### src/rtl/cpu_pkg.sv
// Shared constants for the 8-bit accumulator CPU.
// Imported by both the datapath and the control unit.
package cpu_pkg;

    localparam int DATA_W_DEF = 8;
    localparam int ADDR_W_DEF = 8;

    localparam logic [2:0] BUS_NONE = 3'b000;
    localparam logic [2:0] BUS_AR   = 3'b001;
    localparam logic [2:0] BUS_PC   = 3'b010;
    localparam logic [2:0] BUS_DR   = 3'b011;
    localparam logic [2:0] BUS_AC   = 3'b100;
    localparam logic [2:0] BUS_IR   = 3'b101;
    localparam logic [2:0] BUS_TR   = 3'b110;
    localparam logic [2:0] BUS_MEM  = 3'b111;

    localparam logic [2:0] ALU_ADD  = 3'b000;
    localparam logic [2:0] ALU_SUB  = 3'b001;
    localparam logic [2:0] ALU_AND  = 3'b010;
    localparam logic [2:0] ALU_OR   = 3'b011;
    localparam logic [2:0] ALU_XOR  = 3'b100;
    localparam logic [2:0] ALU_PASS = 3'b101;
    localparam logic [2:0] ALU_LDA  = 3'b110;
    localparam logic [2:0] ALU_NOT  = 3'b111;

endpackage

### src/rtl/cpu_datapath_reg.sv
// Datapath register with clear > load > inc priority.
// Increment wraps modulo 2^W.
module dp_reg #(
    parameter int W = 8
) (
    input  logic         clock,
    input  logic         reset,
    input  logic         clear,
    input  logic         load,
    input  logic         inc,
    input  logic [W-1:0] d,
    output logic [W-1:0] q
);

    always_ff @(posedge clock) begin
        if (reset) begin
            q <= '0;
        end else if (clear) begin
            q <= '0;
        end else if (load) begin
            q <= d;
        end else if (inc) begin
            q <= q + W'(1);
        end
    end

endmodule

### src/rtl/cpu_datapath.sv
// Register-transfer datapath of the 8-bit accumulator CPU:
// registers, common bus, ALU and memory port.
module cpu_datapath
    import cpu_pkg::*;
#(
    parameter int DATA_W = DATA_W_DEF,
    parameter int ADDR_W = ADDR_W_DEF
) (
    input  logic              clock,
    input  logic              reset,
    input  logic              load_AR,
    input  logic              load_PC,
    input  logic              load_DR,
    input  logic              load_AC,
    input  logic              load_IR,
    input  logic              load_TR,
    input  logic              clear_AR,
    input  logic              clear_PC,
    input  logic              clear_DR,
    input  logic              clear_AC,
    input  logic              clear_TR,
    input  logic              inc_AR,
    input  logic              inc_PC,
    input  logic              inc_DR,
    input  logic              inc_AC,
    input  logic              inc_TR,
    input  logic              memory_read,
    input  logic              memory_write,
    input  logic [2:0]        bus_selectors,
    input  logic              alu_enable,
    input  logic [2:0]        alu_mode,
    input  logic [DATA_W-1:0] mem_rdata,
    output logic [ADDR_W-1:0] mem_addr,
    output logic [DATA_W-1:0] mem_wdata,
    output logic              mem_we,
    output logic              mem_re,
    output logic [DATA_W-1:0] IR,
    output logic              carry,
    output logic              zero
);

    logic [ADDR_W-1:0] ar;
    logic [ADDR_W-1:0] pc;
    logic [DATA_W-1:0] dr;
    logic [DATA_W-1:0] ac;
    logic [DATA_W-1:0] tr;
    logic [DATA_W-1:0] bus;
    logic [DATA_W-1:0] ac_d;
    logic [DATA_W:0]   alu_out;
    logic              carry_upd;

    // Result in [DATA_W-1:0], carry/no-borrow in [DATA_W].
    function automatic logic [DATA_W:0] alu(
        input logic [2:0]        mode,
        input logic [DATA_W-1:0] a,
        input logic [DATA_W-1:0] b
    );
        logic [DATA_W:0] r;
        r = '0;
        case (mode)
            ALU_ADD:  r = {1'b0, a} + {1'b0, b};
            ALU_SUB:  r = {1'b0, a} + {1'b0, ~b} + (DATA_W + 1)'(1);
            ALU_AND:  r = {1'b0, a & b};
            ALU_OR:   r = {1'b0, a | b};
            ALU_XOR:  r = {1'b0, a ^ b};
            ALU_PASS: r = {1'b0, a};
            ALU_LDA:  r = {1'b0, b};
            default:  r = {1'b0, ~a};
        endcase
        return r;
    endfunction

    always_comb begin
        bus = '0;
        unique case (bus_selectors)
            BUS_NONE: bus = '0;
            BUS_AR:   bus = DATA_W'(ar);
            BUS_PC:   bus = DATA_W'(pc);
            BUS_DR:   bus = dr;
            BUS_AC:   bus = ac;
            BUS_IR:   bus = IR;
            BUS_TR:   bus = tr;
            BUS_MEM:  bus = mem_rdata;
        endcase
    end

    assign alu_out   = alu(alu_mode, ac, dr);
    assign ac_d      = alu_enable ? alu_out[DATA_W-1:0] : bus;
    assign carry_upd = alu_enable & load_AC &
                       ((alu_mode == ALU_ADD) | (alu_mode == ALU_SUB));

    dp_reg #(.W(ADDR_W)) u_ar (
        .clock(clock), .reset(reset), .clear(clear_AR),
        .load(load_AR), .inc(inc_AR), .d(bus[ADDR_W-1:0]), .q(ar)
    );

    dp_reg #(.W(ADDR_W)) u_pc (
        .clock(clock), .reset(reset), .clear(clear_PC),
        .load(load_PC), .inc(inc_PC), .d(bus[ADDR_W-1:0]), .q(pc)
    );

    dp_reg #(.W(DATA_W)) u_dr (
        .clock(clock), .reset(reset), .clear(clear_DR),
        .load(load_DR), .inc(inc_DR), .d(bus), .q(dr)
    );

    dp_reg #(.W(DATA_W)) u_ac (
        .clock(clock), .reset(reset), .clear(clear_AC),
        .load(load_AC), .inc(inc_AC), .d(ac_d), .q(ac)
    );

    dp_reg #(.W(DATA_W)) u_tr (
        .clock(clock), .reset(reset), .clear(clear_TR),
        .load(load_TR), .inc(inc_TR), .d(bus), .q(tr)
    );

    always_ff @(posedge clock) begin
        if (reset) begin
            IR    <= '0;
            carry <= 1'b0;
        end else begin
            if (load_IR) begin
                IR <= bus;
            end
            if (carry_upd) begin
                carry <= alu_out[DATA_W];
            end
        end
    end

    assign mem_addr  = ar;
    assign mem_wdata = bus;
    assign mem_we    = memory_write;
    assign mem_re    = memory_read;
    assign zero      = (ac == '0);

endmodule

### config.mk
export PLATFORM = sky130hd
export DESIGN_NAME = cpu_datapath
export DESIGN_NICKNAME = d
export VERILOG_FILES = /design/src/rtl/cpu_pkg.sv /design/src/rtl/cpu_datapath_reg.sv /design/src/rtl/cpu_datapath.sv
export SDC_FILE = /design/constraint.sdc
export NUM_CORES = 1
export LEC_CHECK = 0
export CAP_MARGIN = 20
export CORE_AREA = 2 2 134 71
export CTS_BUF_LIST = sky130_fd_sc_hd__clkbuf_2 sky130_fd_sc_hd__clkbuf_4 sky130_fd_sc_hd__clkbuf_8
export CTS_CLUSTER_SIZE = 16
export DETAILED_ROUTE_END_ITERATION = 10
export DIE_AREA = 0 0 136 73
export GPL_TIMING_DRIVEN = 0
export PLACE_DENSITY_LB_ADDON = 0.3
export SYNTH_ARGS = -nofsm -noshare
export SYNTH_HDL_FRONTEND = slang
export SYNTH_HIERARCHICAL = 1
export SYNTH_SLANG_ARGS = --single-unit
export TNS_END_PERCENT = 5
### constraint.sdc
create_clock -name clock -period 2.45 [get_ports clock]
set_input_delay 0.3675 -clock clock [delete_from_list [all_inputs] [get_ports clock]]
set_output_delay 0.3675 -clock clock [all_outputs]
set_load 0.03 [all_outputs]
==> impl_metrics.json <==
{
  "status": "finished, violations left",
  "failed_checks": "negative setup slack",
  "syn_area_per_cell_um2": 8.09,
  "crit_arrival_ns": 2.78,
  "clockBufferDepth": 2,
  "max-cap-violations": 0,
  "drc": 0,
  "avgViaCountPerCell": 6.64,
  "antenna_found_initial": 0,
  "place_congestion": 1.03,
  "numClockSinks": 49,
  "cts_buffers": 5,
  "drt_iter0_drc": 667,
  "syn_nets": 616,
  "swShare_pct": 36.1,
  "p_seq_share_pct": 40.0,
  "dieArea_um2": 9930,
  "crit_end": "u_ac/q[7]",
  "crit_fanout": 4,
  "crit_path_end_kind": "flop",
  "drtPass1Iterations": 5,
  "clk_latency_ns": 0.31,
  "finalNetCount": 701,
  "initial_core_util_pct": 49.7,
  "min_period_ns": 2.57,
  "antenna_cells": 0,
  "ys_ff_latch": 49,
  "drive_gt1_share_pct": 21.9,
  "synth_edf_count": 0,
  "rrSetupSlack_ns": -0.12,
  "min_path_type": "in2reg",
  "area_growth_pct": 30.5,
  "synth_mux_area_share_pct": 9.15,
  "wirelength_um": 16300,
  "synth_top_family_by_area": "compound AO/OA/AOI/OAI gates",
  "synth_cell_type_count": 65,
  "p_leak_nw": 2.14,
  "crit_start": "u_dr/q[1]",
  "vdd_ir_drop_max_v": 0.000239,
  "intPower_mw": 1.41,
  "rsz0062_at_grt": "true",
  "power-per-cell-area_nw_per_um2": 380,
  "yosys.area_share.simple_pct": 21.5,
  "wl_per_cell_um": 21.5,
  "cts_root_buffer": "clkbuf_8",
  "grt-ovfl-total": 0,
  "hold_violations": 0,
  "startpoint_type": "flop",
  "h-tree-depth": 2,
  "yosysWarnings": 6,
  "via_count": 5017,
  "p_sw_mw": 0.797,
  "die_w_um": 136,
  "synth_top_cells_by_area": "dfxtp_1, ha_1, o21ai_0",
  "die_h_um": 73,
  "clk_pin_slew_worst_paths_ns": 0.09,
  "clockPowerShare_pct": 24.7,
  "worst_slew_pin_slew_ns": 0.674,
  "fin_skew_ns": 0.00644,
  "r2r-end": "u_ac/q[7]",
  "finalMaxSlewViolations": 0,
  "fmax_mhz": 388,
  "finalWorstSetupSlack_ns": -0.124,
  "grtUsageTotal_pct": 32.1,
  "setup_viol_count_final": 7,
  "synth_cells": 549,
  "ant_nets": 0,
  "grt_pass1_vias": 4447,
  "yosys.area_share.xor_xnor_pct": 4.34,
  "grt_first_pass_wirelength_um": 24300,
  "synthAdderAreaFrac_pct": 9.35,
  "tritoncts": "yes",
  "rows": 25,
  "maxSlewHeadroom_pct": 54.9,
  "dpl_worst_slack_ns": -0.736,
  "path_class": "reg2reg",
  "worst_r2r_path_depth": 10,
  "dp_cells": 721,
  "ys_seq_area_share_pct": 22.1,
  "port_buffers": 51,
  "synth-async-reset-ratio_pct": 0,
  "fin_cells": 756,
  "syn_area_um2": 4440,
  "crit_required_ns": 2.66,
  "yosys.area.top_type_share_pct": 22.1,
  "period_share_pct": 105,
  "hpwl_um": 11600,
  "io_pins": 63,
  "r2r-start": "u_dr/q[1]",
  "p_comb_share_pct": 35.3,
  "ys.flop_type": "dfxtp_1",
  "grt_max_degree": 22,
  "core_um2": 8950,
  "synth_compound_area_share_pct": 26.5,
  "yosys.area.top_type": "dfxtp_1"
}
-- logic make-up (layout without fill, tap and decap cells) --
family,count (synthesis),count (layout)
adders and majority gates,32,32
AOI/OAI and AO/OA,176,176
xor gates and xnor gates,22,22
and+or+nand+nor,170,170
buffers and inverters,67,153
muxes,33,33
DFF,49,49
-- cells in the mapped netlist, types with 4 or more instances --
library cell / count
a21oi_1: 33
a22oi_1: 7
o211ai_1: 9
xnor2_1: 7
o311ai_1: 5
clkbuf_1: 11
buf_2: 8
nand2_1: 39
buf_1: 4
mux2_2: 7
o21ai_1: 16
nand3_1: 26
o211a_1: 10
a31oi_1: 14
nand2b_1: 5
mux2_1: 4
inv_1: 33
xor2_1: 15
nor2_1: 37
buf_6: 6
nor3b_1: 5
a2111oi_0: 5
o21ai_0: 40
nor3_1: 4
mux2i_1: 17
dfxtp_1: 49
ha_1: 30
nand4_1: 17
nor2b_1: 7
mux4_2: 5
nor4b_4: 5
or4b_1: 5
a221oi_1: 5
or3_1: 10
-- what timing repair did --
action | CTS | global route
hold buffers | 0 | 0
buffers inserted | 12 | 14
pin swaps | 10 | 15
endpoints found under the setup margin | 15 | 10
gates resized for setup | 89 | 21
-- stage by stage --
step | TNS [ns] | power, mW | util [%] | cell area, um^2 | hold slack [ns]
2_1_floorplan | 0 | 1.29 | - | 4440 | 0.451
6_report | -0.484 | 2.21 | 64.8 | 5800 | 0.440
3_3_place_gp | -8.14 | 1.52 | 57.1 | 5100 | 0.484
4_1_cts | -0.103 | 2.12 | 62.0 | 5540 | 0.425
3_5_place_dp | -8.98 | 1.53 | 57.1 | 5100 | 0.493
5_1_grt | -0.796 | 2.29 | 64.8 | 5800 | 0.448
-- per-layer routing --
metal | GRT usage [%] | part of all wire, % | up-vias
met5 | 0 | 0 | -
met4 | 5.56 | 1.1 | 0
met3 | 9.86 | 16 | 27
met2 | 43.8 | 39 | 407
met1 | 49.3 | 44 | 2354
li1 | - | - | 2229
-- worst max-delay path: stages (launching register included) --
cell        delay (ns)
dfxtp_4           0.39
clkinvlp_4        0.16
ha_4              0.27
o21bai_4          0.16
a21oi_4           0.09
o41ai_4           0.39
a221o_1           0.31
a41oi_2           0.12
o21ai_1           0.16
a21oi_1           0.10
o311ai_1          0.31
-- placed cells by master (no fill, tap or decap), types with 5 or more instances in the layout --
| cell | n |
|---|---|
| clkdlybuf4s50_1 | 43 |
| o21ai_0 | 39 |
| nand2_1 | 38 |
| nor2_1 | 36 |
| dfxtp_1 | 35 |
| buf_4 | 30 |
| inv_1 | 29 |
| a21oi_1 | 29 |
| nand3_1 | 25 |
| ha_1 | 23 |
| nand4_1 | 17 |
| mux2i_1 | 16 |
| xor2_1 | 15 |
| a31oi_1 | 12 |
| clkbuf_1 | 11 |
| dfxtp_4 | 11 |
| o21ai_1 | 10 |
| o211a_1 | 10 |
| or3_1 | 10 |
| o211ai_1 | 9 |
| nor2b_1 | 7 |
| mux2_2 | 7 |
| xnor2_1 | 7 |
| ha_4 | 7 |
| clkbuf_8 | 7 |
| clkdlybuf4s15_2 | 7 |
| buf_6 | 6 |
| a22oi_1 | 6 |
| buf_2 | 6 |
| mux4_2 | 5 |
| o21ai_2 | 5 |
| a2111oi_0 | 5 |
| nor3b_1 | 5 |
| nor4b_4 | 5 |
| or4b_1 | 5 |
| o311ai_1 | 5 |
-- area by class of cell --
type                    count  area, um^2
plain buffers              31         191
clock buffers               7        96.3
clock inverters             1        5.00
fillers                   769        3150
inverters                  36         145
multi-input cells         433        3440
flip-flops and latches     49        1030
well taps                 121         151
repair buffers             78         747
-- sequential cells by signal, indices dropped and copies added (netlist names) --
| signal | flops |
|---|---|
| u_pc/q | 8 |
| u_ar/q | 8 |
| IR | 8 |
| carry | 1 |
| u_ac/q | 8 |
| u_tr/q | 8 |
| u_dr/q | 8 |
-- how the worst min path moves through the flow --
| stage | start | depth (start not counted) | slack [ns] | to |
|---|---|---|---|---|
| 2_1_floorplan | reset | 1 | 0.45 | u_ac/q[2] |
| 3_3_place_gp | carry | 2 | 0.48 | carry |
| 3_5_place_dp | carry | 2 | 0.49 | carry |
| 4_1_cts | inc_AR | 4 | 0.43 | u_ar/q[0] |
| 5_1_grt | inc_TR | 4 | 0.45 | u_tr/q[1] |
| 6_report | inc_AC | 4 | 0.44 | u_ac/q[0] |
-- power groups by stage --
| stage | clock network, mW | registers (mW) | logic [mW] |
|---|---|---|---|
| 2_1_floorplan | 0 | 0.907 | 0.381 |
| 3_3_place_gp | 0 | 0.907 | 0.609 |
| 3_5_place_dp | 0 | 0.908 | 0.623 |
| 4_1_cts | 0.553 | 0.880 | 0.690 |
| 5_1_grt | 0.582 | 0.886 | 0.819 |
| 6_report | 0.545 | 0.882 | 0.779 |
(Power assumes the default switching activity.)
